===== src/rtl/rca_wb_serializer.sv =====
// Writeback serializer for RCA result bundles. Bundles are queued in a small
// FIFO and drained one register write per cycle, followed by a completion pulse.
module rca_wb_serializer #(
  parameter int unsigned XLEN            = 32,
  parameter int unsigned NUM_WRITE_PORTS = 2,
  parameter int unsigned ID_W            = 3,
  parameter int unsigned DEPTH           = 4
) (
  input  logic                              clk,
  input  logic                              rst,
  input  logic                              in_valid,
  output logic                              in_ready,
  input  logic [ID_W-1:0]                   in_id,
  input  logic [NUM_WRITE_PORTS*XLEN-1:0]   in_rd,
  input  logic [NUM_WRITE_PORTS*5-1:0]      in_rd_addr,
  input  logic [NUM_WRITE_PORTS-1:0]        in_wr_mask,
  output logic                              wb_valid,
  input  logic                              wb_ack,
  output logic [4:0]                        wb_rd_addr,
  output logic [XLEN-1:0]                   wb_data,
  output logic [ID_W-1:0]                   wb_id,
  output logic                              wb_last,
  output logic                              done_valid,
  output logic [ID_W-1:0]                   done_id,
  output logic [$clog2(DEPTH+1)-1:0]        occupancy
);

  localparam int unsigned PtrW  = $clog2(DEPTH);
  localparam int unsigned OccW  = $clog2(DEPTH+1);
  localparam int unsigned PortW = (NUM_WRITE_PORTS > 1) ? $clog2(NUM_WRITE_PORTS) : 1;

  typedef enum logic [1:0] {StIdle, StDrain, StRetire} state_e;

  // Bundle storage
  logic [ID_W-1:0]                 id_q   [DEPTH];
  logic [NUM_WRITE_PORTS*XLEN-1:0] data_q [DEPTH];
  logic [NUM_WRITE_PORTS*5-1:0]    addr_q [DEPTH];
  logic [NUM_WRITE_PORTS-1:0]      mask_q [DEPTH];

  state_e                     state_q, state_d;
  logic [PortW-1:0]           port_q, port_d;
  logic [NUM_WRITE_PORTS-1:0] rem_q, rem_d;
  logic [PtrW-1:0]            head_q, tail_q;
  logic [OccW-1:0]            occ_q;

  logic                       enq, pop;
  logic [NUM_WRITE_PORTS-1:0] enq_mask, head_mask, port_bit, rem_left;

  function automatic logic [PortW-1:0] lowest(input logic [NUM_WRITE_PORTS-1:0] m);
    logic [PortW-1:0] idx;
    idx = '0;
    for (int i = NUM_WRITE_PORTS - 1; i >= 0; i--) begin
      if (m[i]) idx = PortW'(i);
    end
    return idx;
  endfunction

  // Registered occupancy only, so there is no in_valid -> in_ready path
  assign in_ready  = (occ_q < OccW'(DEPTH));
  assign occupancy = occ_q;
  assign enq       = in_valid && in_ready;
  assign head_mask = mask_q[head_q];
  assign port_bit  = NUM_WRITE_PORTS'(1) << port_q;
  assign rem_left  = rem_q & ~port_bit;

  // Writes to x0 are dropped here so the drain logic never sees them
  always_comb begin
    enq_mask = '0;
    for (int i = 0; i < NUM_WRITE_PORTS; i++) begin
      enq_mask[i] = in_wr_mask[i] && (in_rd_addr[i*5 +: 5] != 5'd0);
    end
  end

  // FIFO payload write at tail; no reset needed, validity is tracked by occupancy
  always_ff @(posedge clk) begin
    if (enq) begin
      id_q[tail_q]   <= in_id;
      data_q[tail_q] <= in_rd;
      addr_q[tail_q] <= in_rd_addr;
      mask_q[tail_q] <= enq_mask;
    end
  end

  // Output FSM next-state and outputs
  always_comb begin
    state_d    = state_q;
    port_d     = port_q;
    rem_d      = rem_q;
    pop        = 1'b0;
    wb_valid   = 1'b0;
    wb_rd_addr = '0;
    wb_data    = '0;
    wb_id      = '0;
    wb_last    = 1'b0;
    done_valid = 1'b0;
    done_id    = '0;
    unique case (state_q)
      StIdle: begin
        if (occ_q != '0) begin
          if (head_mask != '0) begin
            state_d = StDrain;
            rem_d   = head_mask;
            port_d  = lowest(head_mask);
          end else begin
            state_d = StRetire;
          end
        end
      end
      StDrain: begin
        wb_valid   = 1'b1;
        wb_rd_addr = addr_q[head_q][port_q*5 +: 5];
        wb_data    = data_q[head_q][port_q*XLEN +: XLEN];
        wb_id      = id_q[head_q];
        wb_last    = (rem_left == '0);
        if (wb_ack) begin
          rem_d = rem_left;
          if (rem_left != '0) begin
            port_d = lowest(rem_left);
          end else begin
            state_d = StRetire;
          end
        end
      end
      StRetire: begin
        done_valid = 1'b1;
        done_id    = id_q[head_q];
        pop        = 1'b1;
        state_d    = StIdle;
      end
      default: state_d = StIdle;
    endcase
  end

  // State, pointers and occupancy
  always_ff @(posedge clk or negedge rst) begin
    if (!rst) begin
      state_q <= StIdle;
      port_q  <= '0;
      rem_q   <= '0;
      head_q  <= '0;
      tail_q  <= '0;
      occ_q   <= '0;
    end else begin
      state_q <= state_d;
      port_q  <= port_d;
      rem_q   <= rem_d;
      if (enq) tail_q <= tail_q + 1'b1;
      if (pop) head_q <= head_q + 1'b1;
      occ_q <= occ_q + OccW'(enq) - OccW'(pop);
    end
  end

endmodule


===== config.mk =====
export PLATFORM = sky130hd
export DESIGN_NAME = rca_wb_serializer
export DESIGN_NICKNAME = d
export VERILOG_FILES = /design/src/rtl/rca_wb_serializer.sv
export SDC_FILE = /design/constraint.sdc
export NUM_CORES = 1
export LEC_CHECK = 0
export CAP_MARGIN = 5
export CORE_UTILIZATION = 30
export DETAILED_ROUTE_END_ITERATION = 10
export PLACE_DENSITY = 0.55
export SYNTH_ARGS = -nofsm -noshare
export SYNTH_HDL_FRONTEND = slang
export SYNTH_SLANG_ARGS = --single-unit
export TNS_END_PERCENT = 50

===== constraint.sdc =====
create_clock -name clk -period 4.3 [get_ports clk]
set_input_delay 0.86 -clock clk [delete_from_list [all_inputs] [get_ports clk]]
set_output_delay 0.86 -clock clk [all_outputs]
set_load 0.02 [all_outputs]

---- After elaboration in Yosys (flattened, before gate mapping) ----
Memory sizes are Yosys's and may differ from the RTL's.
Index checks and enable logic that the tools add are counted.
storage, ports and cells
  bits of input ports ..................... 83
  register bits after elaboration ......... 12
  bits in writable memories ............... 316
  word-level logic and storage cells ...... 69
  ROM bits ................................ 0
  memories ................................ 4
  bits in latches ......................... 0
  output and inout port bits .............. 50
memories
  name    depth  width  rd ports  clocked after Yosys merged registers in  write ports  line  source
  data_q  4      64     1         0                                        1            36    logic [NUM_WRITE_PORTS*XLEN-1:0] data_q [DEPTH];
  addr_q  4      10     1         0                                        1            37    logic [NUM_WRITE_PORTS*5-1:0] addr_q [DEPTH];
  id_q    4      3      1         0                                        1            35    logic [ID_W-1:0] id_q [DEPTH];
  mask_q  4      2      1         0                                        1            38    logic [NUM_WRITE_PORTS-1:0] mask_q [DEPTH];
operators by class
  shift operators ......................... 3
  add/sub/neg operators ................... 4
  $lt $le $gt $ge ......................... 1
  mux-type cells .......................... 27
  reduce and logical (&&, ||, !) cells .... 14
  bitwise logic cells ..................... 2
  multipliers ............................. 1
  divide/modulo/power cells ............... 0
  equality and inequality tests ........... 7
operators by type and width
  cell                                                                count
  64-bit by 7-bit indexed part select with 32-bit output              1
  32-bit 2-to-1 mux                                                   1
  2-bit 2-to-1 mux                                                    7
  1-bit 2-to-1 mux                                                    13
  2-bit inequality test, second input constant                        5
  5-bit nonzero test                                                  2
  10-bit by 5-bit indexed part select with 5-bit output               1
  2-bit one-hot mux with 2 select lines                               2
  3-bit 2-to-1 mux                                                    2
  2-bit nonzero test                                                  3
  5-bit 2-to-1 mux                                                    1
  5-bit AND reduction                                                 1
  2-bit by 1-bit adder with 2-bit output, second input constant       2
  2-bit zero test                                                     2
  1-bit by 3-bit multiplier with 4-bit output, second input constant  1
  4-bit AND reduction                                                 1
  3-bit by 1-bit adder with 3-bit output                              1
  1-bit logical AND                                                   3
  3-bit less-than comparator, second input constant                   1
  3-bit AND reduction                                                 1
  3-bit nonzero test                                                  1
  3-bit by 1-bit subtractor with 3-bit output                         1
  2-bit bitwise AND                                                   1
  2-bit by 1-bit == test with 1-bit output, second input constant     1
  other kinds (4)                                                     4

---- Depth between registers and ports, before layout ----
Gate-level depths: netlist of the first run.
  depth in word-level cells ............... 8
  gate-level depth with buffers ........... 9
  gate-level depth less buffers ........... 7

---- Least setup slack after synthesis of the first run ----
Ideal clock, no wire load.
  kind .................................... input -> register
  from .................................... input in_valid
  to ...................................... memory addr_q[0][0] (netlist name) (enable)
  stages .................................. 3
  required time ........................... 3,854 ps
  arrival time ............................ 3,120 ps
  setup slack ............................. 734 ps
  library setup time ...................... 446 ps
  buffers on the path ..................... 1
  cells stage by stage .................... nor2b_1 > clkbuf_1 > and2_1
between the ends
  word-level cells in the longest chain between the ends .. 3
RTL lines
  what                                    line  source
  start, declared                         11    input logic in_valid,
  1-bit logical AND                       61    assign enq = in_valid && in_ready;
  1-bit 2-to-1 mux                        76    if (enq) begin
  1-bit 2-to-1 mux (not written as such)  79    addr_q[tail_q] <= in_rd_addr;
  end, declared                           37
Every way passes these cells.

---- Worst setup path in the final report of the first run ----
  from .................................... register head_q[0]
  to ...................................... output wb_data[21]
between the ends
  word-level cells in the longest chain between the ends .. 3
RTL lines
  what                                                    line  source
  start, declared                                         43    logic [PtrW-1:0] head_q, tail_q;
  start signal, assigned                                  148   if (pop) head_q <= head_q + 1'b1;
  memory read 4 x 64 bit                                  --
  64-bit by 7-bit indexed part select with 32-bit output  112   wb_data = data_q[head_q][port_q*XLEN +: XLEN];
  32-bit 2-to-1 mux                                       97    unique case (state_q)
  end, declared                                           20    output logic [XLEN-1:0] wb_data,
Every way passes these cells.

==> impl_metrics.csv, run 1 <==
group,metric,value,unit
run_status,status,"finished clean",
setup_path,crit_chain,"buf_4 -> mux4_2 -> mux2i_1 -> nor2_1 -> clkdlybuf4s50_1",
die,die_h,208,um
clock_tree,post_cts_resized,0,
setup_path,start_kind,"register",
die,start_util,30.4,%
synth,synthArstFlopShare,3.66,%
power,irDropWorstVdd,367,uV
placed_design,gp_congestion,0.689,
placed_design,hpwlAfterDp,16000,um
die,io_pins,133,
setup_path,crit_arrival,3.02,ns
sta,min_period,3.88,ns
setup_path,crit_type,"reg -> out",
synth,synth_area_leader_cell,"edfxtp_1",
synth,syn_inst,585,
synth,synth_top_area_share,74.5,%
detailed_routing,vias,6065,
detailed_routing,final_antenna_net_count,0,
synth,synth_common_cells,"edfxtp_1 (316), mux4_2 (79), mux2i_1 (42)",
sta,tightestPinTransition,1.09,ns
synth,ys_seq_area_share,76.8,%
grt,grt_overflow,0,
grt,antenna_found_initial,2,
grt,grt_pass1_wl,41100,um
sta,rsz0062_at_grt,"no",
sta,hold-worst-slack,0.496,ns
synth,ys_top_cells_by_area,"edfxtp_1 (74%), mux4_2 (14%), mux2i_1 (3.3%)",
flow_run,cap_violations,0,
detailed_routing,via_per_inst,4.62,
sta,fin_crit_sh,90.3,%
power,switching_share,30.1,%
sta,hold_viol_final,0,
synth,syn_nets,674,
clock_tree,cts_tree,"yes",
grt,grt_max_degree,40,
synth,synth_edf_count,316,
clock_tree,cts-root-buf,"clkbuf_16",
clock_tree,numCtsBuffers,37,
synth,synth-main-ff-cell,"edfxtp_1",
layout,final_cells,1312,
layout,drive_gt1_share,21.1,%
clock_tree,postCtsSetupBuffers,0,
setup_path,cp-end-kind,"primary output",
grt,grt_pass1_vias,6654,
synth,yosysUniqueCellTypes,31,
die,core_area,41900,um2
power,p_leak,0.00531,uW
sta,clock_skew,0.0142,ns
detailed_routing,top_layer,"met5",
setup_path,crit_required,3.44,ns
setup_path,critical_path.max_stage_delay,0.75,ns
sta,slew_viol_final,0,
detailed_routing,wl_per_cell,20.5,um
synth,yosysMostFrequentCell,"edfxtp_1",
power,intPower,7730,uW
detailed_routing,drc_errors,0,
power,switchingPower,3330,uW
synth,postSynthAreaPerCell,21.8,um2
detailed_routing,wl_met1,11500,um
detailed_routing,drtIter0Drc,285,
clock_tree,holdBufCountCts,0,
sta,worst_slew_margin_rel,27.6,%
power,power.share.clock,29.2,%
layout,nets,833,
detailed_routing,wl_met2,13200,um
setup_path,cp_slowest_cell,"dfrtp_4",
sta,finalSetupTns,0,ns
sta,finalSetupViolCount,0,
detailed_routing,wl_met3,1520,um
power,p_per_area,687,nW/um2
layout,n_antenna_cell,0,
die,num_rows,75,
worst_hold_path,min_path_type,"reg -> reg",
clock_tree,clk_path_buf_depth,3,
detailed_routing,routed_wl,26800,um
setup_path,crit_fanout,24,
layout,area_growth,26.4,%
layout,fillers,3800,
detailed_routing,dr.pass1.iters,6,
clock_tree,path_clk_slew,0.06,ns
grt,grt_usage,12.8,%
placed_design,dp_cells,1244,
sta,fmax,258,MHz
die,dieArea,43300,um2
clock_tree,ctsHtreeMaxLevel,2,
synth,syn_area,12700,um2
clock_tree,cts_sinks,328,
synth,synth.yosys.warnings,0,
clock_tree,clock_latency,0.54,ns
placed_design,portBuffers,132,
power,seq_power_share,39.7,%
power,p_comb_share,31.1,%
die,die_w,208,um
synth,ys_seq_elements,328,
## registers in the layout, summed over array words and instances, names as in the netlist
signal / count
addr_q: 40
rem_q: 2
port_q: 1
id_q: 12
tail_q: 2
data_q: 256
state_q: 2
mask_q: 8
occupancy: 3
head_q: 2
## critical path, delay by kind of cell (launching register included)
| family | cells | cell delay (ns) |
|---|---|---|
| flops | 1 | 0.75 |
| mux | 2 | 0.67 |
| simple gates | 1 | 0.08 |
| buf+inv | 2 | 0.97 |
## per-layer routing
| layer | GRT usage [%] | up-vias |
|---|---|---|
| li1 | - | 2720 |
| met1 | 16.4 | 3136 |
| met2 | 21.3 | 158 |
| met3 | 3.70 | 47 |
| met4 | 3.75 | 4 |
| met5 | 0 | - |
## placed cells by master, fill, tap and decap left out, types with 2 or more instances in the layout
cell and n:
a22o_1 2, a31oi_1 2, and2_1 4, and2_4 4
buf_12 9, buf_4 10, bufinv_16 5, clkbuf_1 7
clkbuf_16 39, clkdlybuf4s50_1 132, clkinv_1 5, clkinv_2 4
clkinvlp_4 5, dfrtp_1 9, dfrtp_4 3, edfxtp_1 316
ha_1 5, inv_1 8, inv_6 2, mux2i_1 42
mux4_2 79, nand2_1 9, nand4_1 3, nor2_1 39
nor2b_1 7, nor3_1 2, o21a_1 2, o21ai_0 3
or4_1 2, xnor2_1 4, xor2_1 2
## worst paths after layout
| kind | depth (start not counted) | slack (ns) | end | start |
|---|---|---|---|---|
| worst max register to register | 4 | 2.20 | port_q | state_q[0] |
| max in group asynchronous | 1 | 3.18 | head_q[0] | rst |
| worst min register to register | 1 | 0.50 | state_q[1] | state_q[1] |
| worst max-delay path | 5 | 0.42 | wb_data[21] | head_q[0] |
| min in group asynchronous | 1 | 0.69 | port_q | rst |
| worst min-delay path | 1 | 0.50 | state_q[1] | state_q[1] |
## cell families after synthesis
group | synth area share [%]
buffers and inverters | 1.54
XOR/XNOR | 0.412
flip-flops | 76.8
adder cells (fa/ha/maj) | 0.648
AO/OA/AOI/OAI | 0.579
multiplexers | 17.3
AND/OR/NAND/NOR | 2.73
## cell type report
type,instances,area [um2],share of cell area (%)
Tap cell,539,674,4.19
Timing Repair Buffer,151,1580,9.79
Inverter,8,30.0,0.186
Clock buffer,46,1000,6.22
Clock inverter,22,253,1.57
Multi-Input combinational cell,218,2770,17.2
Sequential cell,328,9800,60.9
## power by group through the flow
stage,clock [uW],sequential (uW),combinational (uW)
floorplan,0,4220,2390
global placement,0,4470,3550
detailed placement,0,4480,3550
CTS,3330,4410,3560
global route,3440,4460,3740
finish,3230,4390,3440
## stage by stage
stage                     area (um2)  total power [uW]  util (%)  setup slack, ns
final                          16100             11100      38.4            0.418
after global routing           16100             11600      38.4            0.177
after CTS                      16100             11300      38.4            0.291
after detailed placement       14900              8020      35.4            0.896
after global placement         14900              8020      35.4            0.889
after floorplan                12700              6610         -            0.734
Note: power is estimated with default switching activity, not from simulation.
==> inputs of run 2 (changes only) <==
CELL_PAD_IN_SITES_DETAIL_PLACEMENT = 0   (was unset)
CELL_PAD_IN_SITES_GLOBAL_PLACEMENT = 1   (was unset)
CORE_UTILIZATION = 40   (was 30)
PLACE_DENSITY = 0.73   (was 0.55)
==> run 2 against run 1 <==
Critical path depth unchanged; sequential share of layout area increased by 1.4 points; worst hold slack got worse by 0.0073 ns; largest cell class unchanged.
==> impl_metrics.csv, run 2 (synthesis gave the netlist of run 1 again) <==
group,metric,value,unit
flow_run,cap_violations,0,
detailed_routing,final_antenna_net_count,0,
placed_design,dp_cells,1100,
sta,finalSetupTns,0,ns
clock_tree,ctsHtreeMaxLevel,2,
sta,tightestPinTransition,0.701,ns
setup_path,crit_arrival,2.85,ns
layout,nets,829,
setup_path,cp-end-kind,"primary output",
clock_tree,holdBufCountCts,0,
layout,largest-register,"data_q",
layout,final_cell_mix,"edfxtp_1 (316), clkdlybuf4s50_1 (132), mux4_2 (79)",
placed_design,portBuffers,132,
detailed_routing,routed_wl,24600,um
layout,final_common_cell,"edfxtp_1",
setup_path,crit_required,3.44,ns
setup_path,start_kind,"register",
detailed_routing,wl_met3,1170,um
sta,finalSetupViolCount,0,
grt,grt_max_degree,46,
sta,worst_slew_margin_rel,53.1,%
sta,fin_crit_sh,86.2,%
power,p_per_area,675,nW/um2
grt,grt_overflow,0,
clock_tree,clk_path_buf_depth,3,
grt,grt_usage,15.5,%
die,dieArea,32600,um2
setup_path,crit_fanout,37,
sta,hold_viol_final,0,
layout,reg_top3,"data_q (256), addr_q (40), id_q (12)",
power,irDropWorstVdd,448,uV
power,p_leak,0.00524,uW
die,die_h,180,um
grt,grt_pass1_vias,6530,
grt,antenna_found_initial,1,
clock_tree,post_cts_resized,0,
layout,drive_gt1_share,19.8,%
detailed_routing,dr.pass1.iters,4,
worst_hold_path,min_path_type,"reg -> reg",
detailed_routing,wl_met2,12300,um
detailed_routing,wl_per_cell,21.2,um
die,num_rows,64,
setup_path,crit_type,"reg -> out",
clock_tree,clock_latency,0.50,ns
clock_tree,cts_tree,"yes",
clock_tree,postCtsSetupBuffers,0,
detailed_routing,via_per_inst,5.24,
sta,fmax,270,MHz
die,core_area,31000,um2
clock_tree,cts_sinks,328,
die,die_w,180,um
run_status,status,"finished clean",
sta,rsz0062_at_grt,"no",
placed_design,hpwlAfterDp,14900,um
detailed_routing,drc_errors,0,
detailed_routing,top_layer,"met4",
detailed_routing,wl_met1,10900,um
grt,grt_pass1_wl,38500,um
detailed_routing,vias,6079,
sta,slew_viol_final,0,
layout,largest_reg_flops,256,
placed_design,gp_congestion,0.717,
clock_tree,cts-root-buf,"clkbuf_16",
sta,clock_skew,0.0143,ns
detailed_routing,drtIter0Drc,399,
layout,area_growth,23.6,%
clock_tree,numCtsBuffers,34,
clock_tree,path_clk_slew,0.06,ns
die,io_pins,133,
layout,final_cells,1161,
die,start_util,41.1,%
sta,min_period,3.71,ns
## run 2: cell count changes in the layout (fill, tap and decap cells not counted), moves of 2 or more
| cell | delta |
|---|---|
| buf_4 | +2 |
| clkbuf_16 | -2 |
| clkinv_1 | +2 |
| clkbuf_8 | +2 |
| clkinv_2 | -2 |
| bufinv_16 | -2 |
| buf_12 | -3 |
| clkinvlp_4 | -5 |
## run 2: per-stage QoR
step,area [um2],worst slack [ns],total power (uW),hold WS [ns],util (%)
after global placement,14600,1.07,7800,0.484,47.2
after CTS,15700,0.541,10800,0.488,50.8
after floorplan,12700,0.734,6610,0.454,-
final,15700,0.591,10600,0.488,50.8
after detailed placement,14600,0.968,7890,0.481,47.2
after global routing,15700,0.441,11200,0.520,50.8
## run 2: metal layers
metal,up-vias,global-route usage [%]
met2,158,25.3
met5,-,0
li1,2714,-
met3,22,3.48
met1,3185,21.2
met4,0,3.83
## run 2: final timing paths
| check | from | endpoint | slack [ns] | depth (start not counted) |
|---|---|---|---|---|
| worst max register to register | occupancy[2] | data_q[1][62] | 1.93 | 3 |
| min in group asynchronous | rst | occupancy[0] | 0.76 | 1 |
| worst min-delay path | state_q[1] | state_q[1] | 0.49 | 1 |
| max in group asynchronous | rst | head_q[0] | 3.07 | 1 |
| worst min register to register | state_q[1] | state_q[1] | 0.49 | 1 |
| worst max-delay path | head_q[1] | wb_data[19] | 0.59 | 5 |
## run 2: report_power, final
group          switching [uW]  internal (uW)  leakage, uW
Clock                    1120           1780     0.000546
Sequential                269           4020      0.00301
Combinational            1740           1710      0.00169
Total                    3120           7510      0.00524
## run 2: worst max-delay path: stages (launching register included)
cell,delay (ns)
dfrtp_4,0.82
buf_12,0.31
mux4_2,0.34
mux2i_1,0.22
nor2_1,0.06
clkdlybuf4s50_1,0.57
## run 2: area by class of cell
type | instances | area [um2]
well taps | 396 | 495
multi-input cells | 218 | 2770
repair buffers | 150 | 1530
clock inverters | 13 | 135
fillers | 2447 | 15200
clock buffers | 47 | 983
flip-flops and latches | 328 | 9800
inverters | 8 | 30.0
diodes | 1 | 2.50
